--- config.mk ---
export PLATFORM = sky130hd
export DESIGN_NAME = tlights_junction
export DESIGN_NICKNAME = d
export VERILOG_FILES = /design/src/rtl/tlights_pkg.sv /design/src/rtl/tlights_dwell_timer.sv /design/src/rtl/tlights_junction.sv
export SDC_FILE = /design/constraint.sdc
export NUM_CORES = 1
export LEC_CHECK = 0
export ABC_AREA = 1
export CORE_AREA = 2 2 50 52
export DETAILED_ROUTE_END_ITERATION = 8
export DIE_AREA = 0 0 52 54
export PLACE_DENSITY = 0.8
export SKIP_CTS_REPAIR_TIMING = 1
export SLEW_MARGIN = 0
export SYNTH_ARGS = -nofsm -noshare
export SYNTH_HDL_FRONTEND = slang
export SYNTH_SLANG_ARGS = --single-unit
--- constraint.sdc ---
create_clock -name clk -period 3.53 [get_ports clk]
set_input_delay 0.706 -clock clk [delete_from_list [all_inputs] [get_ports clk]]
set_output_delay 0.706 -clock clk [all_outputs]
set_load 0.03 [all_outputs]
--- src/rtl/tlights_pkg.sv ---
// Shared light encodings and junction phase codes, used by the junction sequencer
// and by the per-head light logic.
package tlights_pkg;

    typedef logic [2:0] rag_t;  // {red, amber, green}

    localparam rag_t RED      = 3'b100;
    localparam rag_t REDAMBER = 3'b110;
    localparam rag_t GREEN    = 3'b001;
    localparam rag_t AMBER    = 3'b010;

    typedef enum logic [3:0] {
        PH_MG   = 4'd0,
        PH_MA   = 4'd1,
        PH_AR1  = 4'd2,
        PH_WALK = 4'd3,
        PH_SRA  = 4'd4,
        PH_SG   = 4'd5,
        PH_SA   = 4'd6,
        PH_AR2  = 4'd7,
        PH_MRA  = 4'd8
    } phase_t;

    // Unknown phase codes fall to red so a corrupted phase never shows a conflict.
    function automatic rag_t main_rag(input phase_t p);
        main_rag = RED;
        case (p)
            PH_MG:   main_rag = GREEN;
            PH_MA:   main_rag = AMBER;
            PH_MRA:  main_rag = REDAMBER;
            default: main_rag = RED;
        endcase
    endfunction

    function automatic rag_t side_rag(input phase_t p);
        side_rag = RED;
        case (p)
            PH_SRA:  side_rag = REDAMBER;
            PH_SG:   side_rag = GREEN;
            PH_SA:   side_rag = AMBER;
            default: side_rag = RED;
        endcase
    endfunction

endpackage

--- src/rtl/tlights_dwell_timer.sv ---
// Phase dwell down-counter: loads on strobe, counts down to zero and parks there.
module tlights_dwell_timer #(
    parameter int               CNT_W   = 8,
    parameter logic [CNT_W-1:0] RST_VAL = '0
) (
    input  logic             clk,
    input  logic             rst_n,
    input  logic             load,
    input  logic [CNT_W-1:0] load_val,
    output logic             zero
);

    logic [CNT_W-1:0] cnt;

    always_ff @(posedge clk or negedge rst_n) begin
        if (!rst_n) begin
            cnt <= RST_VAL;
        end else if (load) begin
            cnt <= load_val;
        end else if (cnt != '0) begin
            cnt <= cnt - CNT_W'(1);
        end
    end

    assign zero = (cnt == '0);

endmodule

--- src/rtl/tlights_junction.sv ---
// Two-road junction sequencer: main road rests on green, side phase on latched request.
// Optional pedestrian all-red walk phase is built when TLJ_PED_EN is defined.
module tlights_junction #(
    parameter int T_MAIN_MIN   = 8,
    parameter int T_SIDE_GREEN = 6,
    parameter int T_AMBER      = 3,
    parameter int T_REDAMBER   = 2,
    parameter int T_ALLRED     = 1,
    parameter int T_WALK       = 5,
    parameter int CNT_W        = 8
) (
    input  logic       clk,
    input  logic       rst_n,
    input  logic       side_req,
    input  logic       ped_btn,
    output logic [2:0] rag_main,
    output logic [2:0] rag_side,
    output logic       walk,
    output logic       ped_wait,
    output logic [3:0] phase
);
    import tlights_pkg::*;

    phase_t           state, state_nxt;
    logic             side_lat, side_lat_nxt;
    logic             ped_lat;
    logic             tmr_load, tmr_zero;
    logic [CNT_W-1:0] tmr_val;

    // Timer reload value is one less than the dwell, so a state lasts exactly T cycles.
    function automatic logic [CNT_W-1:0] dwell(input phase_t p);
        case (p)
            PH_MG:          dwell = CNT_W'(T_MAIN_MIN - 1);
            PH_MA, PH_SA:   dwell = CNT_W'(T_AMBER - 1);
            PH_SRA, PH_MRA: dwell = CNT_W'(T_REDAMBER - 1);
            PH_SG:          dwell = CNT_W'(T_SIDE_GREEN - 1);
            PH_WALK:        dwell = CNT_W'(T_WALK - 1);
            default:        dwell = CNT_W'(T_ALLRED - 1);
        endcase
    endfunction

    always_comb begin
        state_nxt = state;
        case (state)
            PH_MG:   if (tmr_zero && (side_lat || ped_lat)) state_nxt = PH_MA;
            PH_MA:   if (tmr_zero) state_nxt = PH_AR1;
            PH_AR1:  if (tmr_zero) state_nxt = ped_lat ? PH_WALK : PH_SRA;
            PH_WALK: if (tmr_zero) state_nxt = side_lat ? PH_SRA : PH_MRA;
            PH_SRA:  if (tmr_zero) state_nxt = PH_SG;
            PH_SG:   if (tmr_zero) state_nxt = PH_SA;
            PH_SA:   if (tmr_zero) state_nxt = PH_AR2;
            PH_AR2:  if (tmr_zero) state_nxt = PH_MRA;
            PH_MRA:  if (tmr_zero) state_nxt = PH_MG;
            default: state_nxt = PH_AR2;
        endcase
        tmr_load = (state_nxt != state);
        tmr_val  = dwell(state_nxt);
        // Entering SRA serves the request; clearing beats a same-cycle new request.
        side_lat_nxt = side_lat | side_req;
        if (state_nxt == PH_SRA && state != PH_SRA) side_lat_nxt = 1'b0;
    end

    always_ff @(posedge clk or negedge rst_n) begin
        if (!rst_n) begin
            state    <= PH_AR2;
            rag_main <= RED;
            rag_side <= RED;
            side_lat <= 1'b0;
        end else begin
            state    <= state_nxt;
            rag_main <= main_rag(state_nxt);
            rag_side <= side_rag(state_nxt);
            side_lat <= side_lat_nxt;
        end
    end

`ifdef TLJ_PED_EN
    always_ff @(posedge clk or negedge rst_n) begin
        if (!rst_n) begin
            ped_lat <= 1'b0;
            walk    <= 1'b0;
        end else begin
            if (state_nxt == PH_WALK && state != PH_WALK) ped_lat <= 1'b0;
            else if (ped_btn) ped_lat <= 1'b1;
            walk <= (state_nxt == PH_WALK);
        end
    end
`else
    logic unused_ped_btn;
    assign unused_ped_btn = ped_btn;
    assign ped_lat        = 1'b0;
    assign walk           = 1'b0;
`endif

    assign ped_wait = ped_lat;
    assign phase    = state;

    tlights_dwell_timer #(
        .CNT_W  (CNT_W),
        .RST_VAL(CNT_W'(T_ALLRED - 1))
    ) u_dwell_timer (
        .clk     (clk),
        .rst_n   (rst_n),
        .load    (tmr_load),
        .load_val(tmr_val),
        .zero    (tmr_zero)
    );

endmodule

# Yosys cells after proc, flatten, opt, wreduce, memory -nomap -nowiden

Cells that the tools add are included.

Input port bits: 4
Logic and storage cells: 49
Register bits after elaboration: 19
Output and inout port bits: 12

Eq/ne operators: 16
Reduce and logical (&&, ||, !) cells: 9
Add/subtract/negate cells: 1
Bitwise gates (word level): 1
Mux-type cells: 17

Operators by type and width:

| operator              | count |
|---|---|
| $mux W4               | 10 |
| $pmux W4 S9           | 1 |
| $eq A4 B3 Y1 const B  | 7 |
| $pmux W3 S3           | 2 |
| $mux W8               | 2 |
| $pmux W3 S5           | 1 |
| $eq A4 B2 Y1 const B  | 3 |
| $eq A4 B1 Y1 const B  | 2 |
| $eq A4 B4 Y1 const B  | 2 |
| $logic_not A4 Y1      | 2 |
| $logic_not A8 Y1      | 1 |
| $reduce_bool A8 Y1    | 1 |
| $sub A8 B1 Y8 const B | 1 |
| $ne A4 B3 Y1 const B  | 1 |
| $ne A4 B4 Y1          | 1 |
| $reduce_or A2 Y1      | 2 |
| $logic_and A1 B1 Y1   | 2 |
| $reduce_bool A2 Y1    | 1 |
| $mux W1               | 1 |
| $or A1 B1 Y1          | 1 |

# Longest topological paths before layout

Word-level depth: 8
Depth in mapped cells: 16
Mapped depth without buffers: 16

# Cells and area by module

From an unflattened synthesis, not the netlist that was laid out.

Cell total of the unflattened synthesis: 169
Area total of the unflattened synthesis: 1260.0 µm²

Modules (own cells, without submodules):

| module              | seq. area each (µm²) | cells an instance | instances | area each (µm²) |
|---|---|---|---|---|
| tlights_junction    | 281.5                | 98                | 1         | 747.0 |
| tlights_dwell_timer | 200.2                | 71                | 1         | 513.0 |

# Worst setup path after synthesis

No wires, ideal clock.

Path kind: register to register
From: register state[2], in the netlist phase[2]
To: register u_dwell_timer.cnt[1]
Library setup time: 0.113 ns
Period minus slack after synthesis: 1.814 ns
Required time: 3.417 ns
Arrival: 1.701 ns
Cell stages (with the launch flop): 14
Buffers on the path: 0
Slack: 1.716 ns
Cell sequence: dfstp_2 > inv_1 > a21oi_2 > inv_2 > nand2_2 > inv_2 > nand2_4 > nand2_1 > nand2_4 > nand2_2 > nor2_2 > nand2_1 > nand2_1 > inv_1

Word-level cells in the longest chain between the ends: 6
Elaborated cells between the ends (all ways): 32
Classes of those cells: eq/ne: 15; mux: 12; reduce/logical: 5

Ends and longest elaborated chain:

| what                                       | RTL line                  | source |
|---|---|---|
| start, declared                            | tlights_junction.sv:24    | `phase_t state, state_nxt;` |
| start signal, assigned                     | tlights_junction.sv:70    | `state <= state_nxt;` |
| $eq A4 B4 Y1, or another cell as far along | tlights_junction.sv:44    | `case (state)` |
| $pmux W4 S9 *                              | tlights_junction.sv:44    |  |
| net state_nxt[0]                           | tlights_junction.sv:24    |  |
| $eq A4 B3 Y1, or another cell as far along | tlights_junction.sv:32    | `case (p)` |
| $reduce_or A2 Y1                           | tlights_junction.sv:32    |  |
| $pmux W3 S5                                | tlights_junction.sv:32    |  |
| $mux W8                                    | tlights_dwell_timer.sv:18 | `end else if (load) begin` |
| end signal, assigned                       | tlights_dwell_timer.sv:19 | `cnt <= load_val;` |
| end signal, assigned                       | tlights_dwell_timer.sv:21 | `cnt <= cnt - CNT_W'(1);` |
| end, declared                              | tlights_dwell_timer.sv:13 | `logic [CNT_W-1:0] cnt;` |

Mark *: on every way through the listed nets, which the timed path passes. The rest lies on a longest branch.
A chain may end at the register's enable or synchronous reset.

# Worst setup path after layout

From: register state[1], in the netlist phase[1]
To: output port phase[1]

RTL lines:

| what          | RTL line               | source |
|---|---|---|
| end, declared | tlights_junction.sv:20 | `output logic [3:0] phase` |

No word-level cell between the ends.

==> impl_metrics.csv <==
group,metric,value,unit
outcome,status,"finished, final reports clean",
worst_setup_path,crit_family,"buffers and inverters",
die,die_w,52,um
grt,track_usage,18.5,%
layout,multi_input_area,648,um^2
clock_tree,cts.sinks,19,
drt,avgRoutedWirePerCell,11.9,um
timing,setup_viol,0,
worst_setup_path,cpMaxStageDelayCell,"clkdlybuf4s50_1",
yosys,netlist_area,0.00124,mm^2
die,io_pins,16,
drt,wl_met3,83,um
yosys,ys_seq_area_share,38.8,%
clock_tree,clk_path_buf_depth,2,
drt,vias_per_cell,5.07,
grt,grt_start_max_net_pins,20,
die,coreArea,0.00232,mm^2
timing,fmax,431,MHz
drt,ant_nets,0,
worst_setup_path,cp.arrival,1610,ps
timing,finalCritPeriodShare,65.7,%
timing,skew,12.6,ps
die,initial_core_util,53.6,%
drt,dr_wl_met2,1220,um
clock_tree,numCtsBuffers,3,
worst_setup_path,max_stage_delay,690,ps
layout,instances_no_fill,204,
place,dp_cells,200,
drt,drtPass1Iterations,5,
place,io_buffer_count,12,
worst_setup_path,cp_max_fo,8,
timing,rsz0062_at_grt,"false",
drt,m1WireLength,1100,um
die,rows,18,
yosys,ys.warnings.count,0,
layout,ff_latch_area,482,um^2
place,hpwl,1910,um
drt,top_layer,"met4",
clock_tree,clock_latency,300,ps
worst_setup_path,end_kind,"output pin",
drt,drtIter0Drc,27,
yosys,syn_inst,160,
clock_tree,path_clk_slew,120,ps
layout,nNetsFinal,181,
yosys,syn_avg_cell_area,7.77,um^2
timing,final.min_clock_period,2320,ps
worst_setup_path,crit_required,2820,ps
drt,vias,1035,
layout,drive_above_1_share,21.3,%
flow_run,maxCapViolations,0,
clock_tree,cts_max_level,1,
grt,overflow,0,
timing,drv_slew,0,
timing,finalSetupTns,0,ps
die,fp.dieH,54,um
timing,worst_pin_slew,834,ps
clock_tree,cts_root_buffer,"clkbuf_4",
die,die_area,0.00281,mm^2
yosys,ys_ff_latch,19,
timing,max_slew_margin,44.2,%
grt,antenna_found_initial,0,
layout,antennaDiodeCount,0,
timing,finalHoldViolations,0,
min_path,hp-class,"flip-flop to flip-flop",
worst_setup_path,crit_type,"flip-flop to output pin",
worst_setup_path,path_cells,"clkdlybuf4s50_1",
yosys,ys_types,31,
grt,grt_pass1_wl,3870,um
place,place.gp.congestion,0.861,
layout,area_growth,13.1,%
worst_setup_path,start_kind,"flip-flop",
layout,n_fill_cell,213,
clock_tree,cts_tree,"done",
drt,drc_errors,0,
worst_setup_path,critPathBufInv,1,
grt,first_global_vias,923,
drt,totalWireLength,2420,um
==> cell usage after synthesis, drive strengths merged <==
| master | instances | area share, % |
|---|---|---|
| ha | 2 | 2.0 |
| a21oi | 8 | 4.4 |
| nand4 | 1 | 0.50 |
| o21ai | 4 | 1.6 |
| and2 | 1 | 0.50 |
| nor4 | 2 | 1.5 |
| xnor2 | 3 | 2.1 |
| buf | 3 | 2.1 |
| nand3b | 1 | 0.60 |
| inv | 24 | 7.3 |
| nand2 | 39 | 15 |
| dfrtp | 14 | 28 |
| nand3 | 16 | 8.1 |
| dfstp | 5 | 11 |
| o2111ai | 1 | 0.71 |
| a31oi | 1 | 0.50 |
| conb | 1 | 0.30 |
| xor2 | 2 | 1.4 |
| nor3 | 1 | 0.81 |
| nor2 | 31 | 12 |
==> layout make-up <==
type,count,share of cell area [%]
clock inverter,1,0.356
multi-input combinational,115,46.1
clock buffer,3,1.60
timing repair buffer,12,8.55
sequential,19,34.3
inverter,24,6.41
tap,30,2.67
==> worst paths after layout <==
path                                      start                   end  slack, ps  cells past startpoint
setup / recovery                       phase[1]              phase[1]       1210                      1
hold / removal             u_dwell_timer.cnt[5]  u_dwell_timer.cnt[5]        590                      2
setup reg to reg           u_dwell_timer.cnt[0]  u_dwell_timer.cnt[0]       1400                     13
hold reg to reg            u_dwell_timer.cnt[5]  u_dwell_timer.cnt[5]        590                      2
max in group asynchronous                 rst_n           rag_main[0]       2130                      1
min in group asynchronous                 rst_n  u_dwell_timer.cnt[7]        870                      1
==> sequential cells by signal (all words and copies together), names as in the netlist <==
register           flops
rag_main               3
u_dwell_timer.cnt      8
rag_side               3
side_lat               1
phase                  4
==> metrics by stage <==
step	util, %	setup WS (ps)	cell area [um^2]	hold slack (ps)
after floorplan	-	1720	1250	410
after global placement	59.4	1440	1380	546
after detailed placement	59.4	1410	1380	572
after CTS	60.6	1200	1410	595
after global routing	60.6	1180	1410	626
final	60.6	1210	1410	594
==> cell usage in the layout (no fill, tap or decap) <==
master,instances
dfstp_2,5
clkinv_2,1
ha_1,2
conb_1,2
nand3_1,12
inv_1,18
inv_2,6
nand4_1,1
dfrtp_1,14
o21ai_1,2
o2111ai_1,1
nand2_1,30
nand3b_1,1
nor4_1,1
nor3_2,1
xnor2_1,3
a31oi_1,1
o21ai_0,2
a21oi_4,1
a21oi_2,1
and2_1,1
nor2_4,3
a21oi_1,6
nor4_2,1
nor2_1,26
nand3_2,4
nor2_2,2
nand2_2,5
xor2_1,2
nand2_4,4
clkdlybuf4s50_1,12
clkbuf_4,3
==> kinds of logic (layout without fill, tap and decap cells) <==
logic type / count (synthesis) / count (layout) / synth area share [%]
AOI/OAI and AO/OA: 14 / 14 / 7.25
DFF: 19 / 19 / 38.8
and+or+nand+nor: 92 / 92 / 38.8
buffers and inverters: 27 / 40 / 9.36
xor gates and xnor gates: 5 / 5 / 3.53
other: 1 / 2 / 0.302
adders and majority gates: 2 / 2 / 2.01
==> layer usage <==
metal	vias up	GRT usage, %
li1	528	-
met1	485	25.9
met2	20	29.3
met3	2	2.22
met4	0	7.02
met5	-	0
Power is not shown: default switching activity piles up to over one toggle a cycle in this logic, so the estimate is an artifact.
